File: src/rtl/dm_sba_pkg.sv
// Shared types and defaults for the debug-side memory burst reader.
// The range-check behaviour is selected by the DM_SBA_RANGE_CHECK_EN macro
// inside dm_mem_burst_reader; nothing in this package depends on it.
package dm_sba_pkg;

    typedef enum logic [1:0] {
        IDLE = 2'd0,
        READ = 2'd1,
        RESP = 2'd2
    } sba_state_e;

    localparam int unsigned DM_MEM_WORDS = 32;
    localparam int unsigned DM_LEN_W     = 5;

    // One response beat as seen on the response channel.
    typedef struct packed {
        logic [31:0] data;
        logic        last;
        logic        err;
    } sba_rsp_t;

endpackage

File: src/rtl/dm_mem_burst_reader.sv
// Debug memory burst reader: turns single/multi-word read commands into
// one-cycle debug read strobes on the data memory and returns each captured
// word over a valid/ready response channel.
//
// Build option DM_SBA_RANGE_CHECK_EN:
//   defined   - addresses >= MEM_WORDS are never driven to memory; they
//               produce a single error word (data 0, err 1, last 1) that
//               terminates the burst.
//   undefined - the driven address wraps modulo MEM_WORDS, rsp_err_o is 0
//               and bursts always run to their full length.
//
// state | meaning
// ------+-------------------------------------------------------------
// IDLE  | waiting for a command; cmd_ready_o high unless abort_i
// READ  | one-cycle debug read strobe; memory word captured at the edge
// RESP  | response word presented, held until rsp_ready_i
module dm_mem_burst_reader
    import dm_sba_pkg::*;
#(
    parameter int unsigned MEM_WORDS = DM_MEM_WORDS,
    parameter int unsigned LEN_W     = DM_LEN_W
) (
    input  logic             clk_i,
    input  logic             rst_ni,
    input  logic             cmd_valid_i,
    output logic             cmd_ready_o,
    input  logic [31:0]      cmd_addr_i,
    input  logic [LEN_W-1:0] cmd_len_i,
    input  logic             cmd_autoinc_i,
    input  logic             abort_i,
    output logic             rsp_valid_o,
    input  logic             rsp_ready_i,
    output logic [31:0]      rsp_data_o,
    output logic             rsp_last_o,
    output logic             rsp_err_o,
    output logic             dm_Mem_rd_en_o,
    output logic [31:0]      dm_Mem_rd_address_o,
    input  logic [31:0]      dm_Mem_rd_wr_data_i,
    output logic             busy_o
);

    // Word-address mask; MEM_WORDS is a power of two so this is the wrap.
    localparam logic [31:0] ADDR_MASK = 32'(MEM_WORDS - 1);

    sba_state_e       state_q;
    logic [31:0]      addr_q;
    logic [LEN_W-1:0] remaining_q;
    logic             autoinc_q;
    logic             rsp_valid_q;
    logic [31:0]      rsp_data_q;
    logic             rsp_last_q;
    logic             rd_en_q;
    logic [31:0]      rd_address_q;

    logic [31:0]      addr_inc;
    logic             cmd_addr_ok;
    logic             next_addr_ok;

    // Address of the following word in the burst (32-bit, no saturation).
    assign addr_inc = addr_q + {31'd0, autoinc_q};

`ifdef DM_SBA_RANGE_CHECK_EN
    logic rsp_err_q;

    // Only in-range addresses may ever reach the memory's read port.
    assign cmd_addr_ok  = (cmd_addr_i < 32'(MEM_WORDS));
    assign next_addr_ok = (addr_inc   < 32'(MEM_WORDS));
    assign rsp_err_o    = rsp_err_q;
`else
    // Without range checking every address is folded into the memory.
    assign cmd_addr_ok  = 1'b1;
    assign next_addr_ok = 1'b1;
    assign rsp_err_o    = 1'b0;
`endif

    // Handshake and status outputs derived from the current state.
    assign cmd_ready_o         = (state_q == IDLE) && !abort_i;
    assign busy_o              = (state_q != IDLE);
    assign rsp_valid_o         = rsp_valid_q;
    assign rsp_data_o          = rsp_data_q;
    assign rsp_last_o          = rsp_last_q;
    assign dm_Mem_rd_en_o      = rd_en_q;
    assign dm_Mem_rd_address_o = rd_address_q;

    // Sequencer FSM with registered strobe/address and response registers.
    // The read strobe is set on the transition into READ so it is high for
    // exactly the READ cycle and low everywhere else.
    always_ff @(posedge clk_i or negedge rst_ni) begin
        if (!rst_ni) begin
            state_q      <= IDLE;
            addr_q       <= '0;
            remaining_q  <= '0;
            autoinc_q    <= 1'b0;
            rsp_valid_q  <= 1'b0;
            rsp_data_q   <= '0;
            rsp_last_q   <= 1'b0;
            rd_en_q      <= 1'b0;
            rd_address_q <= '0;
`ifdef DM_SBA_RANGE_CHECK_EN
            rsp_err_q    <= 1'b0;
`endif
        end else if (abort_i) begin
            // Abort wins over any handshake or new command; the pending
            // word is dropped.
            state_q      <= IDLE;
            rsp_valid_q  <= 1'b0;
            rsp_last_q   <= 1'b0;
            rd_en_q      <= 1'b0;
            rd_address_q <= '0;
`ifdef DM_SBA_RANGE_CHECK_EN
            rsp_err_q    <= 1'b0;
`endif
        end else begin
            case (state_q)
                IDLE: begin
                    if (cmd_valid_i) begin
                        addr_q       <= cmd_addr_i;
                        remaining_q  <= cmd_len_i;
                        autoinc_q    <= cmd_autoinc_i;
                        rd_en_q      <= cmd_addr_ok;
                        rd_address_q <= cmd_addr_ok ? (cmd_addr_i & ADDR_MASK) : '0;
                        state_q      <= READ;
                    end
                end

                READ: begin
                    rd_en_q      <= 1'b0;
                    rd_address_q <= '0;
                    rsp_valid_q  <= 1'b1;
                    state_q      <= RESP;
                    if (rd_en_q) begin
                        rsp_data_q <= dm_Mem_rd_wr_data_i;
                        rsp_last_q <= (remaining_q == '0);
`ifdef DM_SBA_RANGE_CHECK_EN
                        rsp_err_q  <= 1'b0;
`endif
                    end else begin
                        // Out-of-range word: bus was never enabled, so the
                        // data is forced to zero and the burst ends here.
                        rsp_data_q <= '0;
                        rsp_last_q <= 1'b1;
`ifdef DM_SBA_RANGE_CHECK_EN
                        rsp_err_q  <= 1'b1;
`endif
                    end
                end

                RESP: begin
                    if (rsp_ready_i) begin
                        rsp_valid_q <= 1'b0;
                        if (rsp_last_q) begin
                            state_q <= IDLE;
                        end else begin
                            remaining_q  <= remaining_q - LEN_W'(1);
                            addr_q       <= addr_inc;
                            rd_en_q      <= next_addr_ok;
                            rd_address_q <= next_addr_ok ? (addr_inc & ADDR_MASK) : '0;
                            state_q      <= READ;
                        end
                    end
                end

                default: begin
                    state_q      <= IDLE;
                    rsp_valid_q  <= 1'b0;
                    rd_en_q      <= 1'b0;
                    rd_address_q <= '0;
                end
            endcase
        end
    end

endmodule
File: config.mk
export PLATFORM = sky130hd
export DESIGN_NAME = dm_mem_burst_reader
export DESIGN_NICKNAME = d
export VERILOG_FILES = /design/src/rtl/dm_sba_pkg.sv /design/src/rtl/dm_mem_burst_reader.sv
export SDC_FILE = /design/constraint.sdc
export NUM_CORES = 1
export LEC_CHECK = 0
export ABC_AREA = 1
export CORE_ASPECT_RATIO = 1.4
export CORE_MARGIN = 3
export CORE_UTILIZATION = 42
export CTS_CLUSTER_SIZE = 20
export DETAILED_ROUTE_END_ITERATION = 7
export PLACE_DENSITY_LB_ADDON = 0.12
export SLEW_MARGIN = 15
export SYNTH_ARGS = -nofsm -noshare
export SYNTH_HDL_FRONTEND = slang
export SYNTH_SLANG_ARGS = --single-unit
File: constraint.sdc
create_clock -name clk_i -period 1.9 [get_ports clk_i]
set_input_delay 0.19 -clock clk_i [delete_from_list [all_inputs] [get_ports clk_i]]
set_output_delay 0.19 -clock clk_i [all_outputs]
set_load 0.02 [all_outputs]
==> results_dict.tcl, run 1 <==
set metrics [dict create \
    hold-worst-slack_ps -19.2 \
    clock-sinks 53 \
    track_usage_pct 16.9 \
    period_minus_slack_ps 1760 \
    synth-edff-count 0 \
    finalWorstSetupSlack_ps 138 \
    grt_pass1_vias 2103 \
    power.total_mw 3.08 \
    slowest_delay_ps 610 \
    tritoncts "built" \
    gp_congestion 0.808 \
    routed_via_density 4.63 \
    cts_hold_buffers 0 \
    die_h_um 99.1 \
    crit_path_max_fanout 4 \
    clk_pin_slew_worst_paths_ps 110 \
    num_antenna_cells 0 \
    hold_class "in2async" \
    start_util_pct 43.7 \
    die_w_um 72.5 \
    tightest_slew_ps 666 \
    coreArea_um2 5950 \
    ant_nets 0 \
    cts_made_buffers 5 \
    antenna_found_initial 0 \
    async_flop_share_pct 100 \
    yosys_warnings 0 \
    finalHoldViolations 21 \
    ys_types 25 \
    routed_wl_mm 6.00 \
    synth_fa_ha_area_share_pct 1.44 \
    timing.rr.start "state_q[0]" \
    seq_area_frac_synth_pct 51.0 \
    area_delta_synth_final_pct 35.9 \
    post_drt_wl_per_cell_um 12.5 \
    io_buffer_count 89 \
    synthMuxAreaShare_pct 0 \
    skew_ps 7.84 \
    rrSetupSlack_ps 370 \
    cts_root_buf "clkbuf_8" \
    postSynthCellCount 319 \
    ctsResizeCount 1 \
    worst_path_dominant_cell_family "buffers and inverters" \
    cp-end-kind "output port" \
    fin_setup_tns_ps 0 \
    synthXorXnorAreaFrac_pct 0 \
    fp-row-count 33 \
    yosys.area.top_type_share_pct 51.0 \
    power_per_cell_area_nw_per_um2 872 \
    status "finished with violations" \
    slew_viol_final 0 \
    avgSynthCellArea_um2 8.15 \
    ioPinCount 145 \
    cp_data_required_time_ps 1710 \
    htreeDepth 2 \
    fin_util_pct 59.4 \
    cpMaxStageDelayCell "clkdlybuf4s50_1" \
    firstDrtPassIters 4 \
    finalNetCount 486 \
    drive_gt1_share_pct 6.36 \
    arrival_ps 1570 \
    max-vdd-ir-drop_uv 396 \
    rsz0062_at_grt "false" \
    ys_top_cells_by_count "nand2_1, dfrtp_1, nand3_1" \
    fmax_ghz 0.567 \
    yosysTopAreaCell "dfrtp_1" \
    grt_max_degree 54 \
    yosysMostFrequentCell "nand2_1" \
    vias 2219 \
    clock_latency_ps 310 \
    postCtsSetupBuffers 0 \
    synth_top_family_by_area "simple AND/OR/NAND/NOR gates" \
    startpoint_type "flip-flop" \
    post-place-ws_ps 239 \
    dieArea_um2 7180 \
    ctsLongestPathBuffers 2 \
    fillers 570 \
    hpwl_mm 4.18 \
    overflow 0 \
    violations "hold timing" \
    ys_seq_elements 53 \
    startpoint "state_q[1]" \
    grt_pass1_wl_mm 9.80 \
    register_area_um2 1330 \
    finalSetupViolCount 0 \
    maxCapViolCount 0 \
    ys.flop_type "dfrtp_1" \
    path_cells "nor2_2, inv_1, clkdlybuf4s50_1" \
    leakage_nw 1.84 \
    drt_iter0_drc 102 \
    drc 0 \
    crit_buf_inv 2 \
    fin_crit_sh_pct 92.8 \
    synth-compound-area-share_pct 2.31 \
    synth-simple-area-share_pct 31.7 \
    multi_input_area_um2 1030 \
    slew_headroom_pct 55.6 \
    syn_area_um2 2600 \
    critPathKind "reg2out" \
    synthTopCellsByArea "dfrtp_1, nand2_1, nand3_1" \
]
[metal layers]
layer  vias to the layer above  wire (um)  global-route usage [%]
li1                       1124          -                       -
met1                      1016       2680                    22.9
met2                        75       2860                    27.4
met3                         4        427                    3.84
met4                         0         35                    4.26
met5                         -          0                       0
[cell usage in the layout (no fill, tap or decap), drive strengths merged, types with 2 or more instances in the layout]
| master | synthesis | final |
|---|---|---|
| conb | 1 | 28 |
| nand3 | 46 | 46 |
| nor2 | 9 | 9 |
| o21ai | 10 | 10 |
| buf | 36 | 7 |
| nand4 | 2 | 2 |
| nand2 | 129 | 129 |
| nor3 | 2 | 2 |
| inv | 20 | 21 |
| clkdlybuf4s50 | 0 | 87 |
| clkbuf | 4 | 5 |
| or2 | 3 | 3 |
| dfrtp | 53 | 53 |
| ha | 3 | 3 |
[metrics by stage]
stage	std cells	cell area, um^2
3_3_place_gp	471	3450
2_1_floorplan	346	2700
3_5_place_dp	471	3450
4_1_cts	479	3530
6_report	479	3530
5_1_grt	479	3530
[sequential cells by signal, summed over array words and instances (netlist names), 2 cells and up]
signal	cells
remaining_q	5
dm_Mem_rd_address_o	5
addr_q	5
rsp_data_o	32
state_q	2
[cells by family after synthesis]
group / Yosys count
simple gates: 191
buf+inv: 60
flops: 53
compound gates: 11
fa+ha+maj: 3
other cells: 1
[path summary, 6_finish.rpt]
| path | to | depth (start not counted) |
|---|---|---|
| worst max-delay path | busy_o | 3 |
| worst min-delay path | rsp_data_o[0] | 2 |
| worst max register to register | dm_Mem_rd_address_o[2] | 7 |
| worst min register to register | rsp_data_o[16] | 2 |
| max in group asynchronous | rsp_data_o[20] | 2 |
| min in group clk_i | rsp_data_o[25] | 3 |
[power by group]
group	switching [mW]	total, mW	internal [mW]
clock	0.390	0.653	0.263
combinational	0.555	0.999	0.444
sequential	0.122	1.43	1.31
[cell type report]
| class | instances | area share (%) |
|---|---|---|
| Clock buffer | 5 | 1.95 |
| Clock inverter | 3 | 0.602 |
| Inverter | 20 | 2.12 |
| Multi-Input combinational cell | 233 | 29.0 |
| Sequential cell | 53 | 37.5 |
| Tap cell | 70 | 2.48 |
| Timing Repair Buffer | 95 | 26.3 |
No activity file was read; power rests on OpenSTA's default activity.
==> inputs of run 2 (changes only) <==
- CORE_UTILIZATION: 42 -> 43
- CTS_BUF_LIST: default -> sky130_fd_sc_hd__clkbuf_8
==> results_dict.tcl, run 2 (synthesized netlist as in run 1, its figures left out) <==
set metrics [dict create \
    rrSetupSlack_ps 400 \
    cp-end-kind "output port" \
    clock-sinks 53 \
    tritoncts "built" \
    num_antenna_cells 0 \
    fillers 549 \
    ioPinCount 145 \
    finalNetCount 486 \
    startpoint "state_q[1]" \
    period_minus_slack_ps 1770 \
    path_cells "nor2_2, inv_1, clkdlybuf4s50_1" \
    ctsLongestPathBuffers 2 \
    finalSetupViolCount 0 \
    power_per_cell_area_nw_per_um2 864 \
    hold-worst-slack_ps -12.6 \
    status "finished with violations" \
    cts_root_buf "clkbuf_8" \
    fp-row-count 32 \
    fmax_ghz 0.566 \
    track_usage_pct 17.4 \
    htreeDepth 2 \
    gp_congestion 0.789 \
    ant_nets 0 \
    r2r-end "dm_Mem_rd_address_o[2]" \
    vias 2241 \
    final_common_cell "nand2_1" \
    critPathKind "reg2out" \
    antenna_found_initial 0 \
    dieArea_um2 7030 \
    maxCapViolCount 0 \
    violations "hold timing" \
    arrival_ps 1580 \
    layout_common_cells "nand2_1, clkdlybuf4s50_1, dfrtp_1, nand3_1, conb_1" \
    skew_ps 8.39 \
    max-vdd-ir-drop_uv 403 \
    area_delta_synth_final_pct 35.8 \
    register_area_um2 1330 \
    firstDrtPassIters 4 \
    slew_viol_final 0 \
    coreArea_um2 5690 \
    post-place-ws_ps 233 \
    hpwl_mm 4.34 \
    drt_iter0_drc 89 \
    clk_pin_slew_worst_paths_ps 100 \
    die_w_um 71.7 \
    grt_pass1_vias 2187 \
    leakage_nw 1.84 \
    startpoint_type "flip-flop" \
    routed_wl_mm 5.96 \
    clock_latency_ps 300 \
    largest_reg_flops 32 \
    cts_hold_buffers 0 \
    finalHoldViolations 13 \
    drc 0 \
    routed_via_density 4.70 \
    finalWorstSetupSlack_ps 134 \
    cp_data_required_time_ps 1710 \
    slew_headroom_pct 56.6 \
    slowest_delay_ps 610 \
    overflow 0 \
    fin_crit_sh_pct 92.9 \
    multi_input_area_um2 1030 \
    hold_class "in2async" \
    post_drt_wl_per_cell_um 12.5 \
    fin_setup_tns_ps 0 \
    rsz0062_at_grt "false" \
    grt_max_degree 54 \
    timing.rr.start "state_q[0]" \
    crit_path_max_fanout 4 \
    drive_gt1_share_pct 6.11 \
    cts_made_buffers 5 \
    grt_pass1_wl_mm 9.89 \
    worst-r2r-cell-count 7 \
    die_h_um 98.0 \
    cpMaxStageDelayCell "clkdlybuf4s50_1" \
    tightest_slew_ps 651 \
    start_util_pct 45.7 \
    io_buffer_count 89 \
]
run 2: changes by cell type in the layout (fill, tap and decap cells not counted), sizes merged:
cell / delta
clkinv: -1
clkinvlp: +1
run 2: layer usage:
layer  vias up  global-route usage, %  wire, um
li1       1122                      -         -
met1      1040                   22.7      2550
met2        72                   28.3      2880
met3         7                   3.81       441
met4         0                   5.93        91
met5         -                      0         0
run 2: repair_timing:
action / in CTS / in global routing
endpoints found under the setup margin: 1 / 0
buffers inserted: 0 / 0
resized for setup: 1 / 0
run 2: metrics by stage:
step	hold slack [ps]	total power [mW]	util, %	instance area, um^2	instances
after floorplan	-106	2.02	-	2700	346
after global placement	358	2.44	60.6	3440	469
after detailed placement	359	2.46	60.6	3440	469
after CTS	19.9	3.09	62.1	3530	477
after global routing	36.7	3.26	62.1	3530	477
final	-12.6	3.05	62.1	3530	477
run 2: layout make-up:
type	instances	share of cell area (%)
inverter	20	2.13
clock buffer	5	1.95
sequential	53	37.6
tap	68	2.41
clock inverter	3	0.532
timing repair buffer	95	26.3
multi-input combinational	233	29.1
run 2: worst max-delay path: cells and delay by family (launching register included):
family	cells	cell delay, ps
DFF	1	510
and+or+nand+nor	1	80
buffers and inverters	2	690
run 2: how the worst max path moves through the flow:
| stage | to | slack, ps | depth (start not counted) |
|---|---|---|---|
| after floorplan | rsp_valid_o | 490 | 5 |
| after global placement | cmd_ready_o | 270 | 4 |
| after detailed placement | rsp_data_o[24] | 230 | 6 |
| after CTS | busy_o | 120 | 3 |
| after global routing | cmd_ready_o | 50 | 4 |
| final | busy_o | 130 | 3 |
run 2: report_power, final:
part / internal (mW) / switching [mW] / leakage [nW]
Sequential: 1.31 / 0.122 / 0.703
Combinational: 0.443 / 0.551 / 1.10
Clock: 0.255 / 0.368 / 0.0416
==> inputs of run 3 (changes only) <==
- ABC_AREA: 1 -> default
- CORE_UTILIZATION: 43 -> 44
- REMOVE_ABC_BUFFERS: default -> 1
- SKIP_CTS_REPAIR_TIMING: default -> 1
==> results_dict.tcl, run 3 <==
set metrics [dict create \
    fin_util_pct 62.9 \
    power.net_switching_mw 1.01 \
    yosysTopAreaCell "dfrtp_1" \
    ctsLongestPathBuffers 2 \
    overflow 0 \
    fmax_ghz 0.608 \
    firstDrtPassIters 4 \
    finalWorstSetupSlack_ps 254 \
    startpoint "remaining_q[0]" \
    die_w_um 73.2 \
    post-place-ws_ps 118 \
    largest_reg_flops 32 \
    timing.rr.start "remaining_q[0]" \
    pwr-share-clk_pct 20.9 \
    grt_pass1_vias 2202 \
    grt_pass1_wl_mm 10.5 \
    syn_area_um2 2780 \
    cp_data_required_time_ps 2130 \
    arrival_ps 1880 \
    ioPinCount 145 \
    yosys.area.top_type_share_pct 47.7 \
    vias 2281 \
    max-vdd-ir-drop_uv 454 \
    grt_max_degree 65 \
    power.total_mw 3.07 \
    drt_iter0_drc 98 \
    seq_power_share_pct 46.2 \
    power_per_cell_area_nw_per_um2 815 \
    tritoncts "built" \
    synth-simple-area-share_pct 18.5 \
    postSynthCellCount 295 \
    rrSetupSlack_ps 250 \
    layout_common_cells "clkdlybuf4s50_1, nand2_1, dfrtp_1, conb_1, o21ai_1" \
    ys_seq_elements 53 \
    coreArea_um2 5990 \
    die_h_um 100 \
    leakage_nw 1.63 \
    routed_via_density 4.98 \
    worst-r2r-cell-count 5 \
    cp-end-kind "flip-flop" \
    hold_class "in2async" \
    ys_top_cells_by_count "nand2_1, dfrtp_1, buf_4" \
    finalNetCount 465 \
    p_comb_share_pct 32.9 \
    yosys_warnings 0 \
    crit_path_end "remaining_q[4]" \
    avgSynthCellArea_um2 9.42 \
    startpoint_type "flip-flop" \
    internal-power_mw 2.06 \
    start_util_pct 46.4 \
    maxCapViolCount 0 \
    num_antenna_cells 0 \
    gp_congestion 0.794 \
    area_delta_synth_final_pct 35.5 \
    ant_nets 0 \
    finalSetupViolCount 0 \
    fillers 522 \
    synthMuxAreaShare_pct 2.97 \
    r2r-end "remaining_q[4]" \
    drive_gt1_share_pct 10.8 \
    ys_types 50 \
    post_drt_wl_per_cell_um 14.0 \
    cts_root_buf "clkbuf_8" \
    clock_latency_ps 300 \
    dp_cells 449 \
    hpwl_mm 4.83 \
    p_sw_share_pct 33.0 \
    fin_crit_sh_pct 86.6 \
    synth-compound-area-share_pct 16.3 \
    clock-sinks 53 \
    seq_area_frac_synth_pct 47.7 \
    drc 0 \
    track_usage_pct 18.1 \
    status "finished clean" \
    routed_wl_mm 6.42 \
    dieArea_um2 7320 \
    crit_path_max_fanout 3 \
    fp-row-count 33 \
    rsz0062_at_grt "false" \
    ys.flop_type "dfrtp_1" \
    synthTopCellsByArea "dfrtp_1, nand2_1, buf_4" \
    htreeDepth 2 \
    slew_viol_final 0 \
    critPathKind "reg2reg" \
    finalHoldViolations 0 \
    fin_setup_tns_ps 0 \
    antenna_found_initial 0 \
    synthXorXnorAreaFrac_pct 0.315 \
    clk_pin_slew_worst_paths_ps 100 \
    cts_made_buffers 5 \
    yosysMostFrequentCell "nand2_1" \
    period_minus_slack_ps 1650 \
    synth_top_family_by_area "simple AND/OR/NAND/NOR gates" \
    skew_ps 6.06 \
    synth-edff-count 0 \
    final_common_cell "clkdlybuf4s50_1" \
    async_flop_share_pct 100 \
    io_buffer_count 89 \
    synth_fa_ha_area_share_pct 1.35 \
    instances_no_fill 458 \
]
[run 3: cell count changes after synthesis, sizes merged, moves of 4 or more]
cell,before,now
nand2,129,67
nand3,46,4
o21ai,10,37
inv,20,4
buf,36,43
a21oi,0,6
a221oi,0,5
nand3b,0,5
nor3,2,7
o22ai,0,5
mux2,0,4
nand2b,0,4
o21a,0,4
[run 3: how the worst min path moves through the flow]
stage / from / slack, ps / to / depth (start not counted)
3_3_place_gp: rst_ni / 190 / rsp_data_o[10] / 1
4_1_cts: rst_ni / -150 / rsp_data_o[10] / 1
3_5_place_dp: rst_ni / 190 / rsp_data_o[10] / 1
5_1_grt: rst_ni / 410 / rsp_data_o[10] / 2
2_1_floorplan: rst_ni / -110 / addr_q[0] / 0
6_report: rst_ni / 370 / rsp_data_o[10] / 2
[run 3: critical path, stage by stage, from the launching register on]
cell	delay [ps]
dfrtp_1	380
inv_1	90
ha_1	190
or3b_2	490
a221oi_2	260
a2bb2oi_1	160
[run 3: area by class of cell]
type                    count  area, um^2  area share, %
well taps                  70        87.6           2.33
multi-input cells         216        1200           31.9
inverters                   4        17.5          0.465
clock buffers               5        68.8           1.83
repair buffers            107        1040           27.7
flip-flops and latches     53        1330           35.3
clock inverters             3        21.3          0.565
[run 3: through the flow]
stage               hold slack (ps)  area (um^2)
floorplan                      -106         2540
global placement                187         3660
detailed placement              189         3660
CTS                            -151         3750
global route                    408         3760
finish                          367         3760
[run 3: per-layer routing]
layer / part of all wire [%] / wire [um] / vias up / GRT usage, %
li1: - / - / 1134 / -
met1: 42 / 2690 / 1061 / 22.3
met2: 50 / 3240 / 78 / 31.5
met3: 6.2 / 398 / 8 / 3.41
met4: 1.5 / 95 / 0 / 5.54
met5: 0 / 0 / - / 0
[run 3: cells by family (layout without fill, tap and decap cells)]
| kind of cell | count (synthesis) | count (layout) |
|---|---|---|
| simple gates | 108 | 108 |
| compound gates | 69 | 69 |
| flops | 53 | 53 |
| buf+inv | 53 | 119 |
| mux | 7 | 7 |
| fa+ha+maj | 3 | 3 |
| other cells | 1 | 28 |
| xor+xnor | 1 | 1 |
[run 3: power by group through the flow]
| stage | registers, mW | logic (mW) | clock network [mW] |
|---|---|---|---|
| 6_report | 1.42 | 1.01 | 0.641 |
| 3_5_place_dp | 1.44 | 1.02 | 0 |
| 3_3_place_gp | 1.43 | 1.00 | 0 |
| 4_1_cts | 1.42 | 1.02 | 0.669 |
| 5_1_grt | 1.44 | 1.10 | 0.718 |
| 2_1_floorplan | 1.58 | 0.378 | 0 |
